`src/rtl/serdes_frame_ctrl_if.sv`:
```
// serdes_frame_ctrl_if: serial line input and aligned parallel output bundle
//   master: drives ser_in/ser_en/resync/err_clr, observes the parallel side
//   slave : the framing controller
interface serdes_frame_ctrl_if #(
    parameter int WIDTH = 8
);
    logic             ser_in;
    logic             ser_en;
    logic             resync;
    logic             err_clr;
    logic [WIDTH-1:0] par_out;
    logic             par_valid;
    logic             frame_start;
    logic             locked;
    logic             sync_err;
    logic             lock_lost;
    logic [7:0]       err_cnt;
    modport master (
        output ser_in, ser_en, resync, err_clr,
        input  par_out, par_valid, frame_start, locked, sync_err, lock_lost, err_cnt
    );
    modport slave (
        input  ser_in, ser_en, resync, err_clr,
        output par_out, par_valid, frame_start, locked, sync_err, lock_lost, err_cnt
    );
endinterface

```
`src/rtl/serdes_frame_ctrl.sv`:
```
// serdes_frame_ctrl: sync-word hunt, frame verify/lock and aligned word output
//   clk, reset  : rising-edge clock, asynchronous active-high reset
//   bus.ser_in  : serial bit, MSB of each word first, qualified by bus.ser_en
//   bus.resync  : return to HUNT on the next edge; bus.err_clr clears err_cnt
//   bus.par_out/par_valid : aligned data word and its one-cycle strobe
//   bus.frame_start/sync_err/lock_lost : one-cycle event pulses while locked
//   bus.locked  : high in LOCKED; bus.err_cnt : saturating sync_err count
module serdes_frame_ctrl #(
    parameter int               WIDTH       = 8,
    parameter logic [WIDTH-1:0] SYNC_WORD   = 'hA5,
    parameter int               FRAME_WORDS = 4,
    parameter int               LOCK_COUNT  = 2,
    parameter int               LOSS_COUNT  = 4
) (
    input logic               clk,
    input logic               reset,
    serdes_frame_ctrl_if.slave bus
);
    localparam int BW = $clog2(WIDTH);
    localparam int WW = $clog2(FRAME_WORDS);
    localparam logic [BW-1:0] BIT_LAST  = BW'(WIDTH - 1);
    localparam logic [WW-1:0] WORD_LAST = WW'(FRAME_WORDS - 1);

    typedef enum logic [1:0] {HUNT, VERIFY, LOCKED} state_t;

    state_t           state, state_n;
    logic [WIDTH-1:0] shreg, shreg_n, nxt, par_n;
    logic [BW-1:0]    bit_cnt, bit_n;
    logic [WW-1:0]    word_cnt, word_n;
    logic [3:0]       match_cnt, match_n, miss_cnt, miss_n;
    logic [7:0]       err_n;
    logic             valid_n, fs_n, se_n, ll_n, drop;
    logic             word_done, sync_hit, sync_slot;

    assign nxt       = {shreg[WIDTH-2:0], bus.ser_in};
    assign word_done = bit_cnt == BIT_LAST;
    assign sync_hit  = nxt == SYNC_WORD;
    assign sync_slot = word_done && word_cnt == '0;

    always_comb begin
        state_n = state;
        shreg_n = shreg;
        bit_n   = bit_cnt;
        word_n  = word_cnt;
        match_n = match_cnt;
        miss_n  = miss_cnt;
        par_n   = bus.par_out;
        valid_n = 1'b0;
        fs_n    = 1'b0;
        se_n    = 1'b0;
        ll_n    = 1'b0;
        drop    = bus.resync;
        if (!bus.resync && bus.ser_en) begin
            shreg_n = nxt;
            bit_n   = word_done ? '0 : bit_cnt + 1'b1;
            word_n  = !word_done ? word_cnt : word_cnt == WORD_LAST ? '0 : word_cnt + 1'b1;
            case (state)
                HUNT: begin
                    // bit_cnt counts bits shifted in since entering HUNT and
                    // saturates, so stale or cleared bits never form a match
                    bit_n  = word_done ? bit_cnt : bit_cnt + 1'b1;
                    word_n = '0;
                    if (word_done && sync_hit) begin
                        state_n = VERIFY;
                        bit_n   = '0;
                        word_n  = WW'(1);
                        match_n = '0;
                    end
                end
                VERIFY: if (sync_slot) begin
                    match_n = match_cnt + 4'd1;
                    drop    = !sync_hit;
                    if (sync_hit && match_n == 4'(LOCK_COUNT)) begin
                        state_n = LOCKED;
                        miss_n  = '0;
                    end
                end
                LOCKED: if (word_done) begin
                    if (!sync_slot) begin
                        par_n   = nxt;
                        valid_n = 1'b1;
                    end else if (sync_hit) begin
                        fs_n   = 1'b1;
                        miss_n = '0;
                    end else begin
                        // alignment is kept across isolated misses
                        se_n   = 1'b1;
                        miss_n = miss_cnt + 4'd1;
                        ll_n   = miss_n == 4'(LOSS_COUNT);
                        drop   = ll_n;
                    end
                end
                default: drop = 1'b1;
            endcase
        end
        // returning to HUNT flushes the shifter so the rejected bits are not rescanned
        if (drop) begin
            state_n = HUNT;
            shreg_n = '0;
            bit_n   = '0;
            word_n  = '0;
            match_n = '0;
            miss_n  = '0;
        end
        err_n = bus.err_clr ? {7'd0, se_n} : se_n && bus.err_cnt != 8'hFF ? bus.err_cnt + 8'd1 : bus.err_cnt;
    end

    always_ff @(posedge clk or posedge reset)
        if (reset) begin
            state           <= HUNT;
            shreg           <= '0;
            bit_cnt         <= '0;
            word_cnt        <= '0;
            match_cnt       <= '0;
            miss_cnt        <= '0;
            bus.par_out     <= '0;
            bus.par_valid   <= 1'b0;
            bus.frame_start <= 1'b0;
            bus.sync_err    <= 1'b0;
            bus.lock_lost   <= 1'b0;
            bus.locked      <= 1'b0;
            bus.err_cnt     <= '0;
        end else begin
            state           <= state_n;
            shreg           <= shreg_n;
            bit_cnt         <= bit_n;
            word_cnt        <= word_n;
            match_cnt       <= match_n;
            miss_cnt        <= miss_n;
            bus.par_out     <= par_n;
            bus.par_valid   <= valid_n;
            bus.frame_start <= fs_n;
            bus.sync_err    <= se_n;
            bus.lock_lost   <= ll_n;
            bus.locked      <= state_n == LOCKED;
            bus.err_cnt     <= err_n;
        end
endmodule

```
`src/flat_wrapper.sv`:
```
// flat-port wrapper written by rule: the top's interface ports become plain ports
module serdes_frame_ctrl_flat 
#(
    parameter int               WIDTH       = 8,
    parameter logic [WIDTH-1:0] SYNC_WORD   = 'hA5,
    parameter int               FRAME_WORDS = 4,
    parameter int               LOCK_COUNT  = 2,
    parameter int               LOSS_COUNT  = 4
)
  (clk, reset, bus_ser_in, bus_ser_en, bus_resync, bus_err_clr, bus_par_out, bus_par_valid, bus_frame_start, bus_locked, bus_sync_err, bus_lock_lost, bus_err_cnt);
  serdes_frame_ctrl_if #(.WIDTH(WIDTH)) bus_i ();
  input logic clk;
  input logic reset;
  input wire logic [$bits(bus_i.ser_in)-1:0] bus_ser_in;
  input wire logic [$bits(bus_i.ser_en)-1:0] bus_ser_en;
  input wire logic [$bits(bus_i.resync)-1:0] bus_resync;
  input wire logic [$bits(bus_i.err_clr)-1:0] bus_err_clr;
  output wire logic [$bits(bus_i.par_out)-1:0] bus_par_out;
  output wire logic [$bits(bus_i.par_valid)-1:0] bus_par_valid;
  output wire logic [$bits(bus_i.frame_start)-1:0] bus_frame_start;
  output wire logic [$bits(bus_i.locked)-1:0] bus_locked;
  output wire logic [$bits(bus_i.sync_err)-1:0] bus_sync_err;
  output wire logic [$bits(bus_i.lock_lost)-1:0] bus_lock_lost;
  output wire logic [$bits(bus_i.err_cnt)-1:0] bus_err_cnt;
  assign bus_i.ser_in = bus_ser_in;
  assign bus_i.ser_en = bus_ser_en;
  assign bus_i.resync = bus_resync;
  assign bus_i.err_clr = bus_err_clr;
  assign bus_par_out = bus_i.par_out;
  assign bus_par_valid = bus_i.par_valid;
  assign bus_frame_start = bus_i.frame_start;
  assign bus_locked = bus_i.locked;
  assign bus_sync_err = bus_i.sync_err;
  assign bus_lock_lost = bus_i.lock_lost;
  assign bus_err_cnt = bus_i.err_cnt;
  serdes_frame_ctrl #(.WIDTH(WIDTH), .SYNC_WORD(SYNC_WORD), .FRAME_WORDS(FRAME_WORDS), .LOCK_COUNT(LOCK_COUNT), .LOSS_COUNT(LOSS_COUNT)) u_core (.clk(clk), .reset(reset), .bus(bus_i));
endmodule
```
`config.mk`:
```
export PLATFORM = sky130hd
export DESIGN_NAME = serdes_frame_ctrl_flat
export DESIGN_NICKNAME = d
export VERILOG_FILES = /design/src/rtl/serdes_frame_ctrl_if.sv /design/src/rtl/serdes_frame_ctrl.sv /design/src/flat_wrapper.sv
export SDC_FILE = /design/constraint.sdc
export NUM_CORES = 1
export LEC_CHECK = 0
export CAP_MARGIN = 20
export CORE_MARGIN = 4
export CORE_UTILIZATION = 55
export CTS_CLUSTER_DIAMETER = 120
export DETAILED_ROUTE_END_ITERATION = 10
export PLACE_DENSITY = 0.77
export SLEW_MARGIN = 20
export SYNTH_ARGS = -nofsm -noshare
export SYNTH_HDL_FRONTEND = slang
export SYNTH_SLANG_ARGS = --single-unit
```
`constraint.sdc`:
```
create_clock -name clk -period 2.5 [get_ports clk]
set_input_delay 0.5 -clock clk [delete_from_list [all_inputs] [get_ports clk]]
set_output_delay 0.5 -clock clk [all_outputs]
set_load 0.005 [all_outputs]
```
==> Flow_metrics.wiki <==
{| class="wikitable"
! Metric !! Value
|-
| Cell depth of the worst flop-to-flop path || 5
|-
| Kind of start point of the critical path || flip-flop
|-
| Ranking of synthesized cells by area || sky130_fd_sc_hd__dfrtp_1, sky130_fd_sc_hd__ha_1, sky130_fd_sc_hd__mux2_2
|-
| Routed length per instance || 14.1 um
|-
| Maximum clock skew at final layout || 0.00323 ns
|-
| Number of endpoints with negative hold slack in the final report || 0
|-
| Total wirelength of the detailed-routed design || 4390 um
|-
| DP Worst Slack || 0.0132 ns
|-
| Status || completed
|-
| Final sum of negative setup slack || 0 ns
|-
| Number of vias after detailed routing || 1743
|-
| Startpoint of the most critical register-to-register path || u_core.shreg[2]
|-
| Critical Path Start || u_core.shreg[2]
|-
| Fill cell count || 312
|-
| Maximum Capacitance Violations || 0
|-
| # Post-CTS Setup Buffers || 0
|-
| ANT nets after route || 0
|-
| Critical path capture point || u_core.bit_cnt[0]
|-
| Library cell with the highest instance count after synthesis || sky130_fd_sc_hd__dfrtp_1
|-
| Synth Instances || 224
|-
| Final hold slack || 0.502 ns
|-
| Combined area of all synthesized cells || 2270 sq um
|-
| Nets@finish || 278
|-
| Critical-path cell list || or4b_4, or2_0, o31a_1, o21ai_1, a22o_1
|-
| IO Pins || 27
|-
| Share of synthesized registers carrying an async set or reset || 100%
|-
| # rows || 23
|-
| Longest Clk Path Bufs || 2
|-
| Length of the first detailed-routing pass in iterations || 4
|-
| Pins over their slew limit || 0
|-
| Smallest setup slack after layout || 0.235 ns
|-
| Worst R2R End || u_core.bit_cnt[0]
|-
| Number of nets produced by synthesis || 242
|-
| Number of gates resized after cts || 0
|-
| Commonest register cell after synthesis || sky130_fd_sc_hd__dfrtp_1
|-
| Worst Max-Slew Pin Slew || 0.594 ns
|-
| Ant diodes || 0
|-
| FMAX || 441 MHz
|-
| Port Buf Inserts || 26
|-
| Initial DRC count || 102
|-
| Power density over the cells || 450 nW/um^2
|-
| Type of the worst min-delay path || flip-flop to flip-flop
|-
| Dpl hpwl || 3210 um
|-
| VDD IR max || 0.000390 V
|-
| Largest net degree at the start of global routing || 44
|-
| Die area || 5230 sq um
|-
| Warnings, synthesis || 0
|-
| Final count of negative-setup-slack endpoints || 0
|-
| Clock-pin slew reported for the worst setup and hold paths after clock tree synthesis || 0.08 ns
|-
| Number of flops mapped to enable cells by yosys || 0
|-
| Die outline width || 72.3 um
|-
| Ratio of cells with drive above 1 in the final layout || 15.3%
|-
| Critical path arrival || 2.51 ns
|-
| Worst Hold Launch || u_core.bit_cnt[1]
|-
| Die Ht || 72.3 um
|-
| Total power || 1.23 mW
|-
| Area added between synthesis and finish || 20.2%
|-
| Initial cell density of the core || 56.8%
|-
| Synthesized area divided by synthesized cell count || 10.1 sq um
|-
| Clock latency reported for the late side of the worst-skew pair || 0.30 ns
|-
| Reg-to-reg setup timing slack || 0.23 ns
|-
| Commonest cells post-synth || sky130_fd_sc_hd__dfrtp_1, sky130_fd_sc_hd__nand2_1, sky130_fd_sc_hd__nor2_1
|-
| Leakage power of the design || 1.16 nW
|-
| Average vias per placed instance || 5.60
|-
| Portion of synthesized cell area occupied by the leading cell type || 47.3%
|-
| TritonCTS clock tree || done
|-
| Largest stage delay on the critical path || 0.58 ns
|-
| Placer Congestion || 0.828
|-
| RSZ-0062 raised after global routing || no
|-
| Required time of the critical path || 2.74 ns
|-
| Headroom to the max-slew limit || 60.3%
|-
| Non-filler cells, final || 311
|-
| Total global-route track usage || 18.5%
|-
| Post-route clock period utilization || 90.6%
|-
| Share of synthesized area occupied by flip-flops and latches || 47.3%
|-
| Endpoint type of the worst setup path || flip-flop
|-
| Clock period minus final worst setup slack || 2.27 ns
|-
| CTS H-Tree Depth || 2
|-
| Initial antenna violation count || 0
|-
| Clk sink count || 43
|-
| Hold buffer count at cts || 0
|-
| Crit path max fanout || 7
|-
| CTS buffer count || 5
|-
| Global-route wire length before repair || 7560 um
|-
| Critical path's slowest cell || sky130_fd_sc_hd__or4b_4
|-
| Cell type with the highest aggregate area in the netlist || sky130_fd_sc_hd__dfrtp_1
|-
| Area of the core region || 4000 sq um
|-
| Synthesized flop and latch total || 43
|-
| Via count of the first global-routing pass || 1680
|-
| Placed Instances || 303
|-
| Final routed DRC violation total || 0
|-
| Distinct cell type count after synthesis || 53
|-
| Remaining Overflow, GRT || 0
|-
| Category of the most critical setup path || flip-flop to flip-flop
|-
| Cell chosen for the clock root || sky130_fd_sc_hd__clkbuf_8
|}
[report_power, final]
group | leakage, nW | internal (mW) | switching (mW)
Sequential | 0.597 | 0.705 | 0.00788
Combinational | 0.519 | 0.0315 | 0.0438
Clock | 0.0402 | 0.194 | 0.247
Total | 1.16 | 0.930 | 0.299
[area by class of cell]
class,instances,area (sq um),share of cell area (%)
multi-input combinational,161,1110,40.5
sequential,43,1080,39.4
timing repair buffer,40,365,13.4
clock buffer,5,68.8,2.52
tap,50,62.6,2.29
inverter,9,33.8,1.24
clock inverter,3,20.0,0.733
[layout by cell type, fill, tap and decap left out, drive strengths merged, types with 4 or more instances in the layout]
cell | netlist | layout
xnor2 | 6 | 6
a21oi | 7 | 7
o21ai | 13 | 13
nor2 | 21 | 21
nor3 | 4 | 4
clkbuf | 7 | 5
clkdlybuf4s50 | 0 | 26
o211ai | 4 | 4
mux2 | 9 | 9
nand3 | 10 | 10
buf | 4 | 14
inv | 9 | 9
ha | 12 | 12
nor4 | 6 | 6
dfrtp | 43 | 43
nand2 | 23 | 23
[stage by stage]
stage          util, %  cell area [sq um]
2_1_floorplan        -               2270
3_3_place_gp      66.1               2640
3_5_place_dp      66.1               2640
4_1_cts           68.3               2730
5_1_grt           68.3               2730
6_report          68.3               2730
[kinds of logic after synthesis]
group	share of synthesized area, %
compound gates	13.7
buf+inv	4.02
flops	47.3
xor+xnor	2.31
fa+ha+maj	6.60
simple gates	20.7
mux	5.34
[registers in the layout, summed over array words and instances (netlist names)]
name,count
u_core.bit_cnt,3
u_core.bus.err_cnt,8
u_core.bus.frame_start,1
u_core.bus.lock_lost,1
u_core.bus.locked,1
u_core.bus.par_out,8
u_core.bus.par_valid,1
u_core.bus.sync_err,1
u_core.match_cnt,4
u_core.miss_cnt,4
u_core.shreg,7
u_core.state,2
u_core.word_cnt,2
[layer usage]
| metal | part of all wire (%) | vias up | GRT usage, % |
|---|---|---|---|
| met3 | 3.1 | 5 | 4.71 |
| met5 | 0 | - | 0 |
| met2 | 47 | 20 | 29.1 |
| met1 | 49 | 840 | 25.2 |
| met4 | 1.0 | 0 | 5.64 |
| li1 | - | 878 | - |
[how the worst min path moves through the flow]
| stage | endpoint | slack [ns] | cells past startpoint |
|---|---|---|---|
| final | u_core.bit_cnt[1] | 0.50 | 1 |
| after global routing | u_core.bus.par_out[0] | 0.53 | 1 |
| after CTS | u_core.bit_cnt[1] | 0.51 | 1 |
| after detailed placement | u_core.bit_cnt[1] | 0.49 | 1 |
| after global placement | u_core.bit_cnt[1] | 0.48 | 1 |
| after floorplan | u_core.shreg[6] | 0.47 | 2 |
[worst max-delay path: cells and delay by family, from the launching register on]
kind	cells	cell delay, ns
flops	1	0.42
compound gates	3	0.85
simple gates	2	0.95
Note: power is estimated with default switching activity, not from simulation.
